$ cat config.mk
export PLATFORM = sky130hd
export DESIGN_NAME = mem_dump_streamer
export DESIGN_NICKNAME = d
export VERILOG_FILES = /design/src/rtl/mem_dump_pkg.sv /design/src/rtl/hex_ascii_enc.sv /design/src/rtl/mem_dump_streamer.sv
export SDC_FILE = /design/constraint.sdc
export NUM_CORES = 1
export LEC_CHECK = 0
export CAP_MARGIN = 20
export CORE_MARGIN = 2
export CORE_UTILIZATION = 25
export CTS_BUF_LIST = sky130_fd_sc_hd__clkbuf_2
export CTS_CLUSTER_DIAMETER = 200
export DETAILED_ROUTE_END_ITERATION = 12
export DONT_BUFFER_PORTS = 1
export PLACE_DENSITY_LB_ADDON = 0.2
export SLEW_MARGIN = 5
export SYNTH_ARGS = -nofsm -noshare
export SYNTH_HDL_FRONTEND = slang
export SYNTH_HIERARCHICAL = 1
export SYNTH_SLANG_ARGS = --single-unit
$ cat constraint.sdc
create_clock -name clk -period 5.3 [get_ports clk]
set_clock_uncertainty 0.1 [all_clocks]
set_input_delay 1.325 -clock clk [delete_from_list [all_inputs] [get_ports clk]]
set_output_delay 1.325 -clock clk [all_outputs]
set_load 0.05 [all_outputs]
$ cat src/rtl/mem_dump_pkg.sv
// Shared types and ASCII constants for the memory-dump text streamer.
// The header is stored as one packed string so any character can be picked by index.
package mem_dump_pkg;

    typedef enum logic [2:0] {
        ST_IDLE = 3'd0,
        ST_HDR  = 3'd1,
        ST_RD   = 3'd2,
        ST_WAIT = 3'd3,
        ST_LINE = 3'd4,
        ST_FIN  = 3'd5
    } state_t;

    localparam int HDR_LEN  = 14;
    localparam int LINE_LEN = 16;

    localparam logic [7:0] ASCII_ZERO  = 8'h30;
    localparam logic [7:0] ASCII_X     = 8'h78;
    localparam logic [7:0] ASCII_COMMA = 8'h2C;
    localparam logic [7:0] ASCII_LF    = 8'h0A;

    localparam logic [8*HDR_LEN-1:0] HDR_STR = {"Address,Value", ASCII_LF};

    // Character idx of the header line, first character at idx 0.
    function automatic logic [7:0] hdr_char(input logic [3:0] idx);
        logic [7:0] ch;
        ch = 8'h00;
        if (int'(idx) < HDR_LEN) begin
            ch = HDR_STR[8*(HDR_LEN-1-int'(idx)) +: 8];
        end
        return ch;
    endfunction

endpackage

$ cat src/rtl/hex_ascii_enc.sv
// Combinational nibble to lowercase ASCII hex digit ('0'-'9', 'a'-'f').
module hex_ascii_enc (
    input  logic [3:0] i_nibble,
    output logic [7:0] o_ascii
);

    always_comb begin
        if (i_nibble < 4'd10) begin
            o_ascii = 8'h30 + {4'h0, i_nibble};
        end else begin
            o_ascii = 8'h57 + {4'h0, i_nibble};
        end
    end

endmodule

$ cat src/rtl/mem_dump_streamer.sv
// Walks a byte-wide data-memory read port and streams the "Address,Value" text dump
// as ASCII bytes over a valid/ready interface.
module mem_dump_streamer
    import mem_dump_pkg::*;
#(
    parameter int          ADDR_W    = 16,
    parameter int unsigned BASE_ADDR = 0,
    parameter int unsigned NUM_BYTES = 65536,
    parameter bit          SKIP_ZERO = 1'b0
) (
    input  logic              clk,
    input  logic              rst,
    input  logic              start,
    output logic              busy,
    output logic              done,
    output logic              mem_rd_en,
    output logic [ADDR_W-1:0] mem_addr,
    input  logic [7:0]        mem_rdata,
    output logic [7:0]        tx_data,
    output logic              tx_valid,
    input  logic              tx_ready,
    output logic [2:0]        dbg_state
);

    localparam int CNT_W = ADDR_W + 1;
    localparam logic [CNT_W-1:0] LAST_CNT = CNT_W'(NUM_BYTES - 1);

    state_t            r_state;
    logic [3:0]        r_idx;
    logic [ADDR_W-1:0] r_addr;
    logic [CNT_W-1:0]  r_cnt;
    logic [7:0]        r_value;

    logic        w_xfer;
    logic        w_skip;
    logic        w_step;
    logic        w_last_byte;
    logic [3:0]  w_nidx;
    logic [31:0] w_addr32;
    logic [3:0]  w_nib;
    logic [7:0]  w_hex;
    logic [7:0]  w_line_char;

    // Handshake: a byte moves on any cycle with tx_valid && tx_ready; once raised,
    // tx_valid and tx_data hold until that transfer, and tx_valid is purely registered.
    assign w_xfer      = tx_valid && tx_ready;
    assign w_skip      = SKIP_ZERO && (mem_rdata == 8'h00);
    assign w_last_byte = (r_cnt == LAST_CNT);
    assign w_nidx      = r_idx + 4'd1;
    assign w_addr32    = 32'(r_addr);
    assign dbg_state   = r_state;

    // Advance to the next address after a skipped byte or after a line's LF transfers.
    assign w_step = ((r_state == ST_WAIT) && w_skip) ||
                    ((r_state == ST_LINE) && w_xfer && (r_idx == 4'(LINE_LEN - 1)));

    // Line layout: 0 x a7..a0 , 0 x v1 v0 LF  (indices 0..15); look up the next char.
    always_comb begin
        w_nib = 4'h0;
        if ((w_nidx >= 4'd2) && (w_nidx <= 4'd9)) begin
            w_nib = w_addr32[(9 - int'(w_nidx))*4 +: 4];
        end else if (w_nidx == 4'd13) begin
            w_nib = r_value[7:4];
        end else if (w_nidx == 4'd14) begin
            w_nib = r_value[3:0];
        end
    end

    hex_ascii_enc u_hex (
        .i_nibble (w_nib),
        .o_ascii  (w_hex)
    );

    always_comb begin
        w_line_char = w_hex;
        case (w_nidx)
            4'd0, 4'd11: w_line_char = ASCII_ZERO;
            4'd1, 4'd12: w_line_char = ASCII_X;
            4'd10:       w_line_char = ASCII_COMMA;
            4'd15:       w_line_char = ASCII_LF;
            default:     w_line_char = w_hex;
        endcase
    end

    always_ff @(posedge clk or posedge rst) begin
        if (rst) begin
            r_state   <= ST_IDLE;
            r_idx     <= 4'd0;
            r_addr    <= '0;
            r_cnt     <= '0;
            r_value   <= 8'h00;
            busy      <= 1'b0;
            done      <= 1'b0;
            mem_rd_en <= 1'b0;
            mem_addr  <= '0;
            tx_data   <= 8'h00;
            tx_valid  <= 1'b0;
        end else begin
            done      <= 1'b0;
            mem_rd_en <= 1'b0;
            case (r_state)
                ST_IDLE: begin
                    if (start) begin
                        r_state  <= ST_HDR;
                        busy     <= 1'b1;
                        r_idx    <= 4'd0;
                        r_addr   <= ADDR_W'(BASE_ADDR);
                        r_cnt    <= '0;
                        tx_valid <= 1'b1;
                        tx_data  <= hdr_char(4'd0);
                    end
                end
                ST_HDR: begin
                    if (w_xfer) begin
                        if (r_idx == 4'(HDR_LEN - 1)) begin
                            tx_valid  <= 1'b0;
                            r_state   <= ST_RD;
                            mem_rd_en <= 1'b1;
                            mem_addr  <= r_addr;
                        end else begin
                            r_idx   <= w_nidx;
                            tx_data <= hdr_char(w_nidx);
                        end
                    end
                end
                ST_RD: begin
                    r_state <= ST_WAIT;
                end
                ST_WAIT: begin
                    r_value <= mem_rdata;
                    if (!w_skip) begin
                        r_state  <= ST_LINE;
                        r_idx    <= 4'd0;
                        tx_valid <= 1'b1;
                        tx_data  <= ASCII_ZERO;
                    end
                end
                ST_LINE: begin
                    if (w_xfer) begin
                        if (r_idx == 4'(LINE_LEN - 1)) begin
                            tx_valid <= 1'b0;
                        end else begin
                            r_idx   <= w_nidx;
                            tx_data <= w_line_char;
                        end
                    end
                end
                ST_FIN: begin
                    r_state <= ST_IDLE;
                end
                default: begin
                    r_state <= ST_IDLE;
                end
            endcase

            if (w_step) begin
                r_addr <= r_addr + ADDR_W'(1);
                r_cnt  <= r_cnt + CNT_W'(1);
                if (w_last_byte) begin
                    r_state <= ST_FIN;
                    done    <= 1'b1;
                    busy    <= 1'b0;
                end else begin
                    r_state   <= ST_RD;
                    mem_rd_en <= 1'b1;
                    mem_addr  <= r_addr + ADDR_W'(1);
                end
            end
        end
    end

endmodule

==> results.py <==
metrics = {
    "timing": {
        "post-route-period-util_pct": 82.7,
        "layout_min_cycle_time_ns": 4.38,
        "tns_ns": 0,
        "setup_violations": 0,
        "hold_viol_final": 0,
        "maxSlewViolCount": 0,
        "worst_pin_slew_ns": 0.866,
        "max_freq_mhz": 228,
        "rsz0062_at_grt": "no",
        "slew_headroom_pct": 42.2,
    },
    "status": {
        "status": "finished, final reports clean",
    },
    "logic_synthesis": {
        "synth_top_family_by_area": "compound AO/OA/AOI/OAI gates",
        "synthesis.area_um2": 4990,
        "synth_simple_gate_area_share_pct": 19.7,
        "avgSynthCellArea_um2": 8.89,
        "ys_ff_latch": 76,
        "ys_warn_count": 6,
        "synth_flop_cell": "dfrtp_1",
        "synth_fp_nets": 589,
        "synthArstFlopShare_pct": 100,
        "muxShareOfSynthArea_pct": 4.84,
        "synth_edf_count": 0,
        "synthDistinctLibCells": 74,
        "syn_inst": 561,
        "synth-seq-area-share_pct": 38.1,
        "synth_compound_area_share_pct": 24.9,
        "yosys.area_share.adder_pct": 4.01,
        "synth_xor_area_share_pct": 2.76,
    },
    "detailed_routing": {
        "dr_wl_met2_mm": 6.73,
        "drt-initial-drc-count": 375,
        "wl_met1_mm": 6.84,
        "dr_wl_met3_um": 709,
        "drt_pass1_iterations": 5,
        "route.top_layer_used": "met4",
        "routed_via_density": 5.23,
        "drcViolationCount": 0,
        "totalWireLength_mm": 14.5,
        "ant_nets": 0,
        "avgRoutedWirePerCell_um": 17.8,
        "num_vias": 4245,
    },
    "worst_setup_path": {
        "path_cells": "ha_1, xor2_4, inv_1, ha_1, a2111oi_0, a21oi_1, o22ai_1, inv_1, ha_1, a21bo_2, o21ai_0, a31oi_1, a311oi_1, a21oi_1, o21ai_0",
        "worstSetupStartpointType": "register",
        "critPathRequiredTime_ns": 5.70,
        "crit_path_max_incr_delay_ns": 0.77,
        "critical_path_class": "reg2reg",
        "worst_path_most_repeated_cell": "ha_1",
        "worst_setup_path_end_kind": "register",
        "worst-path-buf-inv": 2,
        "slowest_stage": "dfrtp_1",
        "worstPathArrival_ns": 4.78,
        "crit_fanout": 15,
        "path_delay_family": "compound AO/OA/AOI/OAI gates",
    },
    "power_and_ir_drop": {
        "switching_power_w": 0.000963,
        "power_w": 0.00196,
        "sw_frac_of_total_pct": 49.0,
        "clkPwrFrac_pct": 17.4,
        "seq_power_share_pct": 40.2,
        "p_leak_nw": 2.03,
        "ir_worst_vdd_mv": 0.124,
        "comb_power_share_pct": 42.5,
        "p_per_area_nw_per_um2": 368,
        "p_int_w": 0.00100,
    },
    "cts": {
        "path_clk_slew_ns": 0.26,
        "cts_hold_buf": 0,
        "cts_tree": "done",
        "worstSkewPairLatency_ns": 0.61,
        "clk_path_buf_depth": 2,
        "cts_buffers": 9,
        "cts_resized": 0,
        "cts.sinks": 76,
        "cts_setup_buffers": 0,
        "cts_root_buf": "clkbuf_2",
        "ctsHtreeMaxLevel": 3,
    },
    "placement": {
        "port_buffers": 0,
        "dp_hpwl_mm": 10.3,
        "gp_congestion": 0.831,
    },
    "global_route": {
        "grt_antenna_before_repair": 0,
        "grt_max_degree": 45,
        "grt_first_pass_wirelength_mm": 23.7,
        "gr-usage-all-layers_pct": 14.0,
        "overflow": 0,
        "grt_pass1_vias": 4111,
    },
    "die": {
        "die_area_um2": 21100,
        "die_h_um": 145,
        "initial_utilization_pct": 25.5,
        "rows": 51,
        "coreArea_um2": 19500,
        "ios": 43,
        "die_width_um": 145,
    },
    "finish": {
        "syn_to_final_growth_pct": 7.02,
        "nets": 571,
        "final_common_cell": "dfrtp_1",
        "final_cell_mix": "76 x dfrtp_1, 58 x o21ai_0, 57 x nand2_1, 40 x nand3_1, 33 x a21oi_1",
        "final_layout_size_suffix_gt1_share_pct": 13.3,
        "antenna_cells": 0,
        "n_fill_cell": 2141,
    },
    "flow_run": {
        "maxCapViolCount": 0,
    },
    "hold_path": {
        "hold_class": "reg2reg",
    },
}
power groups by stage:
stage	registers [W]	logic (W)	clock network [W]
2_1_floorplan	0.000756	0.000660	0
3_3_place_gp	0.000799	0.000829	0
3_5_place_dp	0.000801	0.000825	0
4_1_cts	0.000791	0.000828	0.000362
5_1_grt	0.000798	0.000925	0.000387
6_report	0.000789	0.000834	0.000342
cell usage after synthesis, types with 3 or more instances:
master	count	area, µm²
o31ai_1	14	105
o21ai_0	58	290
mux2i_1	5	50.1
nor3_1	12	60.1
buf_4	6	45.0
a31oi_1	8	50.1
ha_1	16	200
nand2b_1	5	31.3
inv_1	21	78.8
and2_1	6	37.5
dfrtp_1	76	1900
nor2b_1	4	25.0
a211o_1	5	43.8
clkbuf_1	19	71.3
nand3_1	40	200
o221a_2	13	146
xor2_1	3	26.3
a22oi_1	4	30.0
nand3b_1	3	22.5
o22ai_1	6	37.5
nor3b_1	3	22.5
mux4_2	4	90.1
nor4_1	4	25.0
a211oi_1	4	30.0
nor2_1	30	113
and3_1	14	87.6
mux2_2	9	101
o211ai_1	7	52.6
nand4_1	8	50.1
a21oi_1	33	165
nand2_1	57	214
xnor2_1	4	35.0
buf_2	8	40.0
layer usage:
layer | up-vias | track usage, %
li1 | 2042 | -
met1 | 2100 | 18.5
met2 | 92 | 22.5
met3 | 11 | 4.09
met4 | 0 | 3.68
met5 | - | 0
cells by family (layout without fill, tap and decap cells):
| group | count (synthesis) | count (layout) |
|---|---|---|
| other | 2 | 2 |
| XOR/XNOR | 11 | 11 |
| adder cells (fa/ha/maj) | 16 | 16 |
| flip-flops | 76 | 76 |
| AND/OR/NAND/NOR | 196 | 196 |
| multiplexers | 18 | 18 |
| AO/OA/AOI/OAI | 182 | 182 |
| buffers and inverters | 60 | 46 |
worst reg2reg max path, stage by stage (launching register included):
cell and delay (ns):
dfrtp_1 0.77, ha_1 0.36, xor2_4 0.33, inv_1 0.26, ha_1 0.27, a2111oi_0 0.49, a21oi_1 0.18, o22ai_1 0.41
inv_1 0.09, ha_1 0.23, a21bo_2 0.23, o21ai_0 0.07, a31oi_1 0.06, a311oi_1 0.28, a21oi_1 0.06, o21ai_0 0.09
metrics by stage:
step / area [µm²] / utilization [%] / hold slack (ns) / instances / setup WS [ns]
final: 5340 / 27.3 / 0.401 / 812 / 0.919
after detailed placement: 5200 / 26.6 / 0.376 / 796 / 1.04
after floorplan: 4990 / - / 0.337 / 561 / 1.38
after global routing: 5340 / 27.3 / 0.431 / 812 / 0.549
after CTS: 5310 / 27.2 / 0.405 / 811 / 0.936
after global placement: 5200 / 26.6 / 0.357 / 796 / 1.27
layout make-up:
cell class	count	area (µm²)	share of cell area, %
clock buffer	9	45.0	0.844
clock inverter	6	65.1	1.22
multi-input combinational	425	2820	52.9
sequential	76	1900	35.6
timing repair buffer	9	87.6	1.64
tap	265	332	6.21
inverter	22	83.8	1.57
sequential cells by signal, indices dropped and copies added (netlist names):
register   cells
r_addr        16
mem_rd_en      1
mem_addr      16
busy           1
r_idx          4
r_cnt         17
done           1
tx_data        8
dbg_state      3
r_value        8
tx_valid       1
worst paths after layout:
check	to	cells after the start	start	slack [ns]
worst max-delay path	tx_data[2]	15	r_idx[0]	0.92
worst min-delay path	r_cnt[15]	1	r_cnt[15]	0.40
worst max register to register	tx_data[2]	15	r_idx[0]	0.92
worst min register to register	r_cnt[15]	1	r_cnt[15]	0.40
max in group asynchronous	r_addr[6]	2	rst	3.53
min in group asynchronous	tx_data[7]	1	rst	0.59
No activity file was read; power rests on OpenSTA's default activity.
==> variant 1: new RTL, config.mk and constraints unchanged <==
Register the output `dbg_state` once more, with the module's reset; this adds one clock of latency there. The other outputs are not delayed to match.
--- a/src/rtl/mem_dump_streamer.sv
+++ b/src/rtl/mem_dump_streamer.sv
@@ -48,7 +48,13 @@
     assign w_last_byte = (r_cnt == LAST_CNT);
     assign w_nidx      = r_idx + 4'd1;
     assign w_addr32    = 32'(r_addr);
-    assign dbg_state   = r_state;
+    always_ff @(posedge clk or posedge rst) begin
+        if (rst) begin
+            dbg_state <= '0;
+        end else begin
+            dbg_state <= r_state;
+        end
+    end
 
     // Advance to the next address after a skipped byte or after a line's LF transfers.
     assign w_step = ((r_state == ST_WAIT) && w_skip) ||
Formal check against the unedited RTL: not equivalent (Yosys sat finds a counterexample within 4 cycles, from zero or initial values and one cycle with rst high).
==> variant 1 against the unedited design <==
Power grew 13%; setup slack gained 43 ps; largest power group is now sequential cells; cell area shrank 0.96%; sequential cell count grew 3; cell count shrank 0.86%; synthesized area shrank 2.2%; routed wire length shrank 2.3%; combinational power grew 8.6%.
==> variant 1: results <==
synthesis:
  synth_nets: 574
  avgSynthCellArea_sq_um: 8.94
  yosysSeqAreaShare: 0.405
  ys_types: 67
  synthTopCellsByCount: "dfrtp_1 (79), o21ai_0 (46), nand2_1 (44), nor2_1 (37), a21oi_1 (36)"
  synth.area.top_cells: "dfrtp_1 (41%), o21ai_0 (4.7%), ha_1 (4.1%)"
grt:
  grt_max_degree: 46
  grt_pass1_wl_microns: 22900
  track_usage: 0.145
  grt.met3_usage: 0.0290
place:
  gp_congestion: 0.851
  hpwlAfterDp_microns: 10100
  dpl_worst_slack_ps: 1060
  postPlaceCellArea_sq_um: 5130
critical_path:
  r2r_end: "tx_data[4]"
  cp_max_fo: 14
  reg2regPathDepth: 18
sta:
  hold_slack_ps: 389
  setup_ws_ps: 962
  tightest_slew_ps: 834
outcome:
  status: "complete, no violations"
layout:
  drive_gt1_frac: 0.102
  syn_to_final_growth_pct: 8.33
  fillers: 2040
  nets: 562
routing:
  wl_met2_microns: 6580
  num_vias: 4191
  wl_met1_microns: 6430
  dr_wl_met3_microns: 703
  drtIter0Drc: 340
  vias_per_cell: 5.21
cts:
  cts.clk_slew.worst_paths_ps: 240
pwr:
  cellLeakagePower_nw: 2.15
  ir_worst_vdd_v: 0.000107
variant 1: cell count changes after synthesis, sizes merged, moves of 4 or more:
cell   change
o221a     -14
nand2     -13
o21ai     -13
o22ai     +12
nand3      -8
a31oi      +7
nor2       +6
a21o       +5
a211o      -4
and4       +4
variant 1: logic make-up after synthesis:
logic type | synth area share
AO/OA/AOI/OAI | 0.228
XOR/XNOR | 0.0277
flip-flops | 0.405
AND/OR/NAND/NOR | 0.195
multiplexers | 0.0492
buffers and inverters | 0.0531
other | 0.00154
adder cells (fa/ha/maj) | 0.0410
variant 1: where the power goes:
group	switching (mW)	internal, mW	total (mW)
sequential	0.222	0.692	0.914
combinational	0.598	0.308	0.906
clock	0.245	0.158	0.403
total	1.07	1.16	2.22
variant 1: layout make-up:
type	count	share of cell area
repair buffers	12	0.0185
multi-input cells	408	0.501
clock inverters	7	0.0180
well taps	265	0.0627
diodes	1	0.000473
clock buffers	9	0.00852
flip-flops and latches	79	0.374
inverters	24	0.0173
==> variant 2: new RTL, same flow settings <==
Without the edit above. Change the parameter `SKIP_ZERO` from 1'b0 to 1'b1.
--- a/src/rtl/mem_dump_streamer.sv
+++ b/src/rtl/mem_dump_streamer.sv
@@ -6,7 +6,7 @@
     parameter int          ADDR_W    = 16,
     parameter int unsigned BASE_ADDR = 0,
     parameter int unsigned NUM_BYTES = 65536,
-    parameter bit          SKIP_ZERO = 1'b0
+    parameter bit          SKIP_ZERO = 1'b1
 ) (
     input  logic              clk,
     input  logic              rst,
Formal check against the unedited RTL: no difference found for any inputs over 10 cycles, from zero or initial values and one cycle with rst high; that may be too few to reach the edited logic, so the function may still have changed.
==> variant 2 against the unedited design <==
Critical path depth grew 1; cell area shrank 0.75%; power shrank 0.34%; sequential cell count is the same; synthesized area shrank 0.88%; first-iteration DRC count shrank 4.5%; routed wire length grew 3.1%; setup slack lost 29 ps; cell count grew 0.25%; critical endpoint unchanged; largest power group is now sequential cells; highest routed layer unchanged.
==> variant 2: results <==
routing:
  drtPass1Iterations: 5
  vias_per_cell: 5.28
  drtIter0Drc: 358
  drt_wl_total_microns: 14900
grt:
  grt_pass1_vias: 4190
  grt_pass1_wl_microns: 24000
  grt_antenna_before_repair: 0
  grt_max_degree: 42
  track_usage: 0.149
layout:
  drive_gt1_frac: 0.106
  n_antenna_cell: 0
  largestRegisters: "r_cnt x17, mem_addr x16, r_addr x16"
  fillers: 2086
  nets: 573
synthesis:
  synthTopCellsByCount: "dfrtp_1 (76), nand2_1 (52), o21ai_0 (49), nor2_1 (44), nand3_1 (35)"
  synth_xor_area_frac: 0.0210
  ys_warn_count: 6
  synth_compound_area_frac: 0.234
  synthMuxAreaShare: 0.0590
  ys_types: 64
  synth_ff_type: "dfrtp_1"
  async_reset_ff_frac: 1.00
  synthAdderAreaFrac: 0.0405
  yosysSeqAreaShare: 0.385
  synth_nets: 592
  synth.area.top_cells: "dfrtp_1 (38%), o21ai_0 (5.0%), ha_1 (4.0%)"
pwr:
  cellLeakagePower_nw: 2.18
  ir_worst_vdd_v: 0.000124
  swShare: 0.466
cts:
  clk-insertion-delay-late_ps: 590
  clock_path_buffers: 2
  cts_setup_buffers: 0
  clockRootBuffer: "clkbuf_2"
  htreeDepth: 3
  cts_resized: 0
  numCtsBuffers: 9
  cts.clk_slew.worst_paths_ps: 260
critical_path:
  r2r_end: "tx_data[2]"
  worst_path_max_delay_cell: "ha_1"
  r2r_slack_ps: 890
  cp_max_fo: 21
  arrival_ps: 4800
  critPathMaxStageDelay_ps: 650
  reg2regPathDepth: 16
  reg2reg_from: "r_idx[0]"
worst_hold_path:
  hold_end: "r_cnt[12]"
  hold_class: "reg2reg"
  hold_depth: 1
  hp-start: "r_cnt[12]"
outcome:
  status: "complete, no violations"
place:
  port_buffers: 0
  dpl_worst_slack_ps: 1010
  hpwlAfterDp_microns: 10800
  gp_congestion: 0.846
sta:
  tightest_slew_ps: 920
## variant 2: worst max-delay path, delay by kind of cell, from the launching register on
kind	cells	cell delay, ps
AO/OA/AOI/OAI	6	1440
adder cells (fa/ha/maj)	4	1230
AND/OR/NAND/NOR	3	350
flip-flops	1	590
buffers and inverters	3	600
## variant 2: how the worst max path moves through the flow
stage	slack, ps	start	cells past startpoint	to
final	890	r_idx[0]	16	tx_data[2]
after global routing	440	r_idx[0]	15	tx_data[4]
after CTS	920	r_idx[0]	16	tx_data[2]
after detailed placement	1010	r_idx[0]	15	tx_data[2]
after global placement	1160	r_idx[0]	16	tx_data[2]
after floorplan	1350	r_idx[0]	18	tx_data[2]
## variant 2: cell type report
class	count	area, sq um	share of cell area
Tap cell	265	332	0.0626
Inverter	23	87.6	0.0165
Multi-Input combinational cell	426	2780	0.524
Timing Repair Buffer	9	67.6	0.0128
Clock inverter	6	86.3	0.0163
Clock buffer	9	45.0	0.00850
Sequential cell	76	1900	0.359
## variant 2: per-layer routing
layer | up-vias | global-route usage | part of all wire
met5 | - | 0 | 0
met4 | 0 | 0.0429 | 0.017
met3 | 20 | 0.0301 | 0.040
met2 | 94 | 0.262 | 0.51
met1 | 2141 | 0.185 | 0.44
li1 | 2045 | - | -
## variant 2: power by group through the flow
stage	combinational (mW)	clock (mW)	sequential, mW
after detailed placement	0.759	0	0.824
after global placement	0.765	0	0.822
after global routing	0.848	0.426	0.822
final	0.763	0.387	0.808
after floorplan	0.582	0	0.780
after CTS	0.762	0.406	0.814
## variant 2: metrics by stage
step	area, sq um	instances	hold WS, ps	power, mW
2_1_floorplan	4940	564	338	1.36
3_3_place_gp	5170	799	355	1.59
3_5_place_dp	5170	799	365	1.58
4_1_cts	5300	814	392	1.98
5_1_grt	5300	814	419	2.10
6_report	5300	814	385	1.96
